**src/rtl/snitch_icache_refill_writer.sv**
```systemverilog
// Refill writer behind the icache lookup stage: forwards hits, services one miss at a time
// by fetching the line, writing it back with its tag into a round-robin victim set, then responding.
module snitch_icache_refill_writer #(
  parameter int unsigned FETCH_AW    = 32,
  parameter int unsigned ID_WIDTH    = 4,
  parameter int unsigned LINE_WIDTH  = 128,
  parameter int unsigned LINE_COUNT  = 64,
  parameter int unsigned SET_COUNT   = 2,
  parameter int unsigned LINE_ALIGN  = $clog2(LINE_WIDTH / 8),
  parameter int unsigned COUNT_ALIGN = $clog2(LINE_COUNT),
  parameter int unsigned SET_ALIGN   = $clog2(SET_COUNT),
  parameter int unsigned TAG_WIDTH   = FETCH_AW - LINE_ALIGN - COUNT_ALIGN
) (
  input  logic                   clk_i,
  input  logic                   rst_i,
  input  logic                   flush_valid_i,
  output logic                   flush_ready_o,
  input  logic [FETCH_AW-1:0]    lookup_addr_i,
  input  logic [ID_WIDTH-1:0]    lookup_id_i,
  input  logic [SET_ALIGN-1:0]   lookup_set_i,
  input  logic                   lookup_hit_i,
  input  logic [LINE_WIDTH-1:0]  lookup_data_i,
  input  logic                   lookup_error_i,
  input  logic                   lookup_valid_i,
  output logic                   lookup_ready_o,
  output logic [FETCH_AW-1:0]    refill_addr_o,
  output logic                   refill_valid_o,
  input  logic                   refill_ready_i,
  input  logic [LINE_WIDTH-1:0]  refill_data_i,
  input  logic                   refill_error_i,
  input  logic                   refill_valid_i,
  output logic                   refill_ready_o,
  output logic [COUNT_ALIGN-1:0] write_addr_o,
  output logic [SET_ALIGN-1:0]   write_set_o,
  output logic [LINE_WIDTH-1:0]  write_data_o,
  output logic [TAG_WIDTH-1:0]   write_tag_o,
  output logic                   write_error_o,
  output logic                   write_valid_o,
  input  logic                   write_ready_i,
  output logic [LINE_WIDTH-1:0]  rsp_data_o,
  output logic [ID_WIDTH-1:0]    rsp_id_o,
  output logic                   rsp_error_o,
  output logic                   rsp_valid_o,
  input  logic                   rsp_ready_i
);

  // Handshake rule on every port pair: a transfer happens in a cycle where valid && ready;
  // a raised valid stays up with unchanged payload until that cycle.

  localparam int unsigned LW = FETCH_AW - LINE_ALIGN;

  typedef enum logic [2:0] {IDLE, REQ, WAIT, WRITE, RESP} state_e;

  state_e                state_q, state_d;
  logic [SET_ALIGN-1:0]  victim_q, victim_d;
  logic [SET_ALIGN-1:0]  miss_set_q, miss_set_d;
  logic [LW-1:0]         miss_line_q, miss_line_d;
  logic [ID_WIDTH-1:0]   miss_id_q, miss_id_d;
  logic [LINE_WIDTH-1:0] data_q, data_d;
  logic                  error_q, error_d;
  logic                  skip_inc_q, skip_inc_d;

  // Hit set and in-line byte offset carry no information for the refill path.
  logic unused_inputs;
  assign unused_inputs = ^{lookup_set_i, lookup_addr_i[LINE_ALIGN-1:0]};

  always_ff @(posedge clk_i or posedge rst_i) begin
    if (rst_i) begin
      state_q     <= IDLE;
      victim_q    <= '0;
      miss_set_q  <= '0;
      miss_line_q <= '0;
      miss_id_q   <= '0;
      data_q      <= '0;
      error_q     <= 1'b0;
      skip_inc_q  <= 1'b0;
    end else begin
      state_q     <= state_d;
      victim_q    <= victim_d;
      miss_set_q  <= miss_set_d;
      miss_line_q <= miss_line_d;
      miss_id_q   <= miss_id_d;
      data_q      <= data_d;
      error_q     <= error_d;
      skip_inc_q  <= skip_inc_d;
    end
  end

  always_comb begin
    state_d     = state_q;
    victim_d    = victim_q;
    miss_set_d  = miss_set_q;
    miss_line_d = miss_line_q;
    miss_id_d   = miss_id_q;
    data_d      = data_q;
    error_d     = error_q;
    skip_inc_d  = skip_inc_q;
    case (state_q)
      IDLE: begin
        if (flush_valid_i) victim_d = '0;
        // A flush in the capture cycle replaces this miss's later increment with the reset.
        if (lookup_valid_i && !lookup_hit_i) begin
          miss_line_d = lookup_addr_i[FETCH_AW-1:LINE_ALIGN];
          miss_id_d   = lookup_id_i;
          miss_set_d  = victim_q;
          skip_inc_d  = flush_valid_i;
          state_d     = REQ;
        end
      end
      REQ:   if (refill_ready_i) state_d = WAIT;
      WAIT: begin
        if (refill_valid_i) begin
          data_d  = refill_data_i;
          error_d = refill_error_i;
          state_d = WRITE;
        end
      end
      WRITE: if (write_ready_i) state_d = RESP;
      RESP: begin
        if (rsp_ready_i) begin
          if (!skip_inc_q) victim_d = victim_q + SET_ALIGN'(1);
          state_d = IDLE;
        end
      end
      default: state_d = IDLE;
    endcase
  end

  always_comb begin
    flush_ready_o  = 1'b0;
    lookup_ready_o = 1'b0;
    refill_valid_o = 1'b0;
    refill_ready_o = 1'b0;
    write_valid_o  = 1'b0;
    rsp_valid_o    = 1'b0;
    refill_addr_o  = {miss_line_q, {LINE_ALIGN{1'b0}}};
    write_addr_o   = miss_line_q[COUNT_ALIGN-1:0];
    write_tag_o    = miss_line_q[LW-1 -: TAG_WIDTH];
    write_set_o    = miss_set_q;
    write_data_o   = data_q;
    write_error_o  = error_q;
    rsp_data_o     = data_q;
    rsp_id_o       = miss_id_q;
    rsp_error_o    = error_q;
    case (state_q)
      IDLE: begin
        // Reset holds the FSM in IDLE; keep its combinational handshakes quiet meanwhile.
        flush_ready_o = !rst_i;
        if (lookup_valid_i && !rst_i) begin
          if (lookup_hit_i) begin
            rsp_valid_o    = 1'b1;
            rsp_data_o     = lookup_data_i;
            rsp_id_o       = lookup_id_i;
            rsp_error_o    = lookup_error_i;
            lookup_ready_o = rsp_ready_i;
          end else begin
            lookup_ready_o = 1'b1;
          end
        end
      end
      REQ:     refill_valid_o = 1'b1;
      WAIT:    refill_ready_o = 1'b1;
      WRITE:   write_valid_o  = 1'b1;
      RESP:    rsp_valid_o    = 1'b1;
      default: ;
    endcase
  end

endmodule

```
**config.mk**
```make
export PLATFORM = sky130hd
export DESIGN_NAME = snitch_icache_refill_writer
export DESIGN_NICKNAME = d
export VERILOG_FILES = /design/src/rtl/snitch_icache_refill_writer.sv
export SDC_FILE = /design/constraint.sdc
export NUM_CORES = 1
export LEC_CHECK = 0
export BUFFER_PORTS_ARGS = -buffer_cell sky130_fd_sc_hd__buf_2
export CAP_MARGIN = 15
export CORE_AREA = 4 4 247 249
export DETAILED_ROUTE_END_ITERATION = 7
export DIE_AREA = 0 0 251 253
export SKIP_LAST_GASP = 1
export SYNTH_ARGS = -nofsm -noshare
export SYNTH_HDL_FRONTEND = slang
export SYNTH_SLANG_ARGS = --single-unit
```
**constraint.sdc**
```tcl
create_clock -name clk_i -period 6.8 [get_ports clk_i]
set_input_delay 0.34 -clock clk_i [delete_from_list [all_inputs] [get_ports clk_i]]
set_output_delay 0.34 -clock clk_i [all_outputs]
set_load 0.01 [all_outputs]
```
# Yosys cells after proc, flatten, opt, wreduce, memory -nomap -nowiden

Index checks and enable logic that the tools add are counted.

Register bits after elaboration: 167
Input port bits: 304
Output and inout port bits: 329
Word-level logic and storage cells: 59

Add/subtract/negate cells: 1
Eq/ne operators: 11
Mux-type cells: 29
Reduce and logical (&&, ||, !) cells: 10

Operator list:

| cell                                                                   | number |
|---|---|
| 128-bit 2-to-1 mux                                                     | 3 |
| 1-bit 2-to-1 mux                                                       | 15 |
| 3-bit 2-to-1 mux                                                       | 5 |
| 3-bit case mux with 5 select lines                                     | 1 |
| 2-bit != test (second input constant)                                  | 7 |
| 4-bit 2-to-1 mux                                                       | 3 |
| 3-bit by 2-bit equality test with 1-bit output (second input constant) | 2 |
| 5-bit AND reduction                                                    | 1 |
| 1-bit case mux with 2 select lines                                     | 2 |
| 2-bit AND reduction                                                    | 2 |
| 4-bit AND reduction                                                    | 1 |
| 3-bit by 1-bit equality test with 1-bit output (second input constant) | 1 |
| 3-bit equality test (second input constant)                            | 1 |
| 3-bit zero test                                                        | 1 |
| 1-bit logical AND                                                      | 2 |
| 1-bit zero test                                                        | 2 |
| 2-bit nonzero test                                                     | 1 |
| 1-bit adder (second input constant)                                    | 1 |

# Logic depth before layout (Yosys ltp)

Depth after elaboration: 4
Gate-level depth with buffers: 7
Mapped depth without buffers: 3

# Worst setup path after synthesis

OpenSTA, ideal clock, no wires.

Kind: in2out
Start: in rst_i
End: out rsp_data_o[100]
Data arrival time: 5.207 ns
Data required time: 6.460 ns
Path slack: 1.253 ns
Stages: 6
Path buffers: 3
Cell sequence: inv_1 > and4_1 > buf_4 > buf_6 > buf_6 > mux2_1

Word-level cells in the longest chain between the ends: 4

RTL lines:

| element            | RTL line | RTL |
|---|---|---|
| start: declaration | 15       | `input logic rst_i,` |
| 1-bit zero test    | 149      | `if (lookup_valid_i && !rst_i) begin` |
| 1-bit logical AND  | 149      |  |
| 128-bit 2-to-1 mux | 149      |  |
| 128-bit 2-to-1 mux | 145      | `case (state_q)` |
| end: declaration   | 40       | `output logic [LINE_WIDTH-1:0] rsp_data_o,` |

No other way between the ends.

# Worst setup path after layout

Start: in rst_i
End: out rsp_data_o[127]

The elaborated chain is that of the path after synthesis.

==> results.sh <==
export IMPL_synthFlopType="dfrtp_1"
export IMPL_yosysWarnings=0
export IMPL_syn_inst=562
export IMPL_die_x_um=251
export IMPL_status="finished, final reports clean"
export IMPL_yosysTopAreaCell="dfrtp_1"
export IMPL_finalWorstSetupSlack_ns=3.23
export IMPL_overflow=0
export IMPL_track_usage=0.0943
export IMPL_period_needed_ns=3.57
export IMPL_synthArstFlopShare=1.00
export IMPL_synth_area_top_cells="dfrtp_1, mux2_2, mux2_1"
export IMPL_synth_area_sq_um=8280
export IMPL_p_sw_uw=2330
export IMPL_cts_sinks=167
export IMPL_worst_setup_path_type="input port to primary output"
export IMPL_drt_initial_drc_count=225
export IMPL_critPathCaptureType="primary output"
export IMPL_r2r_slack_ns=4.00
export IMPL_cp_arrival_ns=3.23
export IMPL_rr_endpoint="write_data_o[98]"
export IMPL_rsz0062_at_grt="false"
export IMPL_cts_setup_buffers=0
export IMPL_yosysMostFrequentCell="mux2_2"
export IMPL_vias_per_cell=3.59
export IMPL_ios=633
export IMPL_avgRoutedWirePerCell_um=16.1
export IMPL_combPwrFrac=0.500
export IMPL_hold_start="refill_data_i[18]"
export IMPL_clock_latency_ns=0.47
export IMPL_fin_crit_sh=0.525
export IMPL_startpoint_type="input port"
export IMPL_swShare=0.402
export IMPL_leakage_uw=0.00607
export IMPL_ir_drop_uv=186
export IMPL_syn_area_per_cell_sq_um=14.7
export IMPL_cts_root_buf="clkbuf_16"
export IMPL_setup_tns_final_ns=0
export IMPL_hold_viol_final=0
export IMPL_yosysSeqAreaShare=0.505
export IMPL_synth_edf_count=0
export IMPL_skew_ns=0.0114
export IMPL_wirelength_um=31200
export IMPL_path_clk_slew_ns=0.07
export IMPL_place_ws_ns=3.73
export IMPL_floorplan_initialDensity=0.141
export IMPL_cap_violations=0
export IMPL_route_detailed_drc=0
export IMPL_crit_fanout=62
export IMPL_power_frac_clock=0.165
export IMPL_min_path_cells=2
export IMPL_numPortBuffers=623
export IMPL_die_y_um=253
export IMPL_synth_commonest_cells="mux2_2, dfrtp_1, mux2_1"
export IMPL_die_area_sq_um=63500
export IMPL_ys_seq_elements=167
export IMPL_gp_congestion=0.922
export IMPL_sequentialPowerShare=0.336
export IMPL_num_vias=6951
export IMPL_htreeDepth=4
export IMPL_areaGrowthSynthToFinish_pct=50.6
export IMPL_first_pass_iters=4
export IMPL_synth_cell_type_count=25
export IMPL_worstPathRequired_ns=6.46
export IMPL_drive_gt1_frac=0.780
export IMPL_cts_tree="yes"
export IMPL_power_internal_uw=3470
export IMPL_crit_start="rst_i"
export IMPL_hpwl_um=25500
export IMPL_grt_pass1_vias=7375
export IMPL_r2r_start="state_q[2]"
export IMPL_synth_top_area_share=0.505
export IMPL_numCtsBuffers=17
export IMPL_rows=89
export IMPL_worstRegToRegCells=4
export IMPL_nets=1452
export IMPL_fmaxAchievable_mhz=280
export IMPL_core_area_sq_um=58700
export IMPL_finalMaxSlewViolations=0
export IMPL_setup_violations=0
export IMPL_p_per_area_nw_per_um2=466
export IMPL_grt_pass1_wl_um=44600
export IMPL_ant_nets=0
export IMPL_worst_pin_slew_ns=0.838
export IMPL_relSlewSlack=0.441
export IMPL_grt_antenna_before_repair=5
export IMPL_grt_max_degree=63
export IMPL_clock_path_buffers=2
export IMPL_holdPathEnd="write_data_o[18]"
export IMPL_hp_class="input port to register"
## registers in the layout, summed over array words and instances (netlist names)
name / count
write_set_o: 1
state_q: 3
miss_id_q: 4
victim_q: 1
skip_inc_q: 1
miss_line_q: 28
write_error_o: 1
write_data_o: 128
## cell usage in the layout, fill, tap and decap left out
cell           Yosys  routed
inv_6              0       3
nor2b_1            1       1
inv_1              4       3
clkbuf_1           0       1
mux2_2           239     239
nand3_2            0       1
o21a_1             1       1
inv_8              0       6
dlygate4sd3_1      0       1
a21oi_1            2       2
nor3b_4            0       1
and4_4             0       1
nor3_1             2       2
clkinv_4           0       3
dfrtp_1          167     167
nor3_4             1       1
nor2_1             3       3
nand2_1            2       2
o21ai_0            2       2
nand3b_1           1       1
a221oi_1           1       1
diode_2            0       2
nand2b_4           1       1
conb_1             1       4
clkinvlp_4         0       3
buf_4             43       7
mux2_1            59      59
buf_2              6     623
a22o_1             1       1
clkbuf_16          0      17
o2111a_1           1       1
nor4_1             1       1
nand3_1            3       2
## critical path: stages
cell,delay [ns]
dlygate4sd3_1,0.54
buf_2,0.15
inv_6,0.36
and4_4,0.48
buf_4,0.64
mux2_2,0.45
buf_2,0.15
## logic make-up after synthesis
group	Yosys count	share of synthesized area
other cells	1	0.000453
compound gates	8	0.00680
mux	298	0.405
simple gates	17	0.0139
flops	167	0.505
buf+inv	71	0.0689
## power by group through the flow
stage	clock [uW]	sequential (uW)	combinational [uW]
global placement	0	1940	2940
finish	956	1950	2900
floorplan	0	2050	1550
CTS	1020	1960	2960
global route	1060	2030	3130
detailed placement	0	1970	2950
## layer usage
metal | GRT usage | vias to the layer above | part of all wire
met1 | 0.0978 | 3328 | 0.36
met3 | 0.0390 | 47 | 0.095
met2 | 0.163 | 403 | 0.50
met4 | 0.0515 | 4 | 0.041
li1 | - | 3169 | -
met5 | 0 | - | 0.00093
## final cells by class
| cell class | count | area, sq um |
|---|---|---|
| Fill cell | 6372 | 46200 |
| Sequential cell | 167 | 4180 |
| Multi-Input combinational cell | 327 | 3560 |
| Timing Repair Buffer | 631 | 3180 |
| Tap cell | 773 | 967 |
| Clock buffer | 18 | 429 |
| Clock inverter | 14 | 134 |
| Inverter | 4 | 20.0 |
| Antenna cell | 2 | 5.00 |
## how the worst max path moves through the flow
| stage | slack (ns) | depth (start not counted) | end |
|---|---|---|---|
| after floorplan | 1.25 | 6 | rsp_data_o[100] |
| after global placement | 3.76 | 6 | rsp_data_o[60] |
| after detailed placement | 3.73 | 6 | rsp_data_o[60] |
| after CTS | 3.16 | 7 | rsp_data_o[60] |
| after global routing | 3.03 | 7 | rsp_data_o[60] |
| final | 3.23 | 7 | rsp_data_o[127] |
## metrics by stage
step	total power [uW]	instances	cell area (sq um)	utilization	hold slack [ns]
6_report	5810	1936	12500	0.213	0.0962
5_1_grt	6220	1936	12500	0.213	0.0397
4_1_cts	5940	1934	12500	0.212	0.0400
3_5_place_dp	4920	1901	11900	0.203	0.433
3_3_place_gp	4880	1901	11900	0.203	0.424
2_1_floorplan	3600	565	8290	-	0.475
## timing repair
action                                 4_1_cts  5_1_grt
hold buffers                                 1        0
resized for setup                            0        0
endpoints found under the hold margin       48        0
Note: power is estimated with default switching activity, not from simulation.
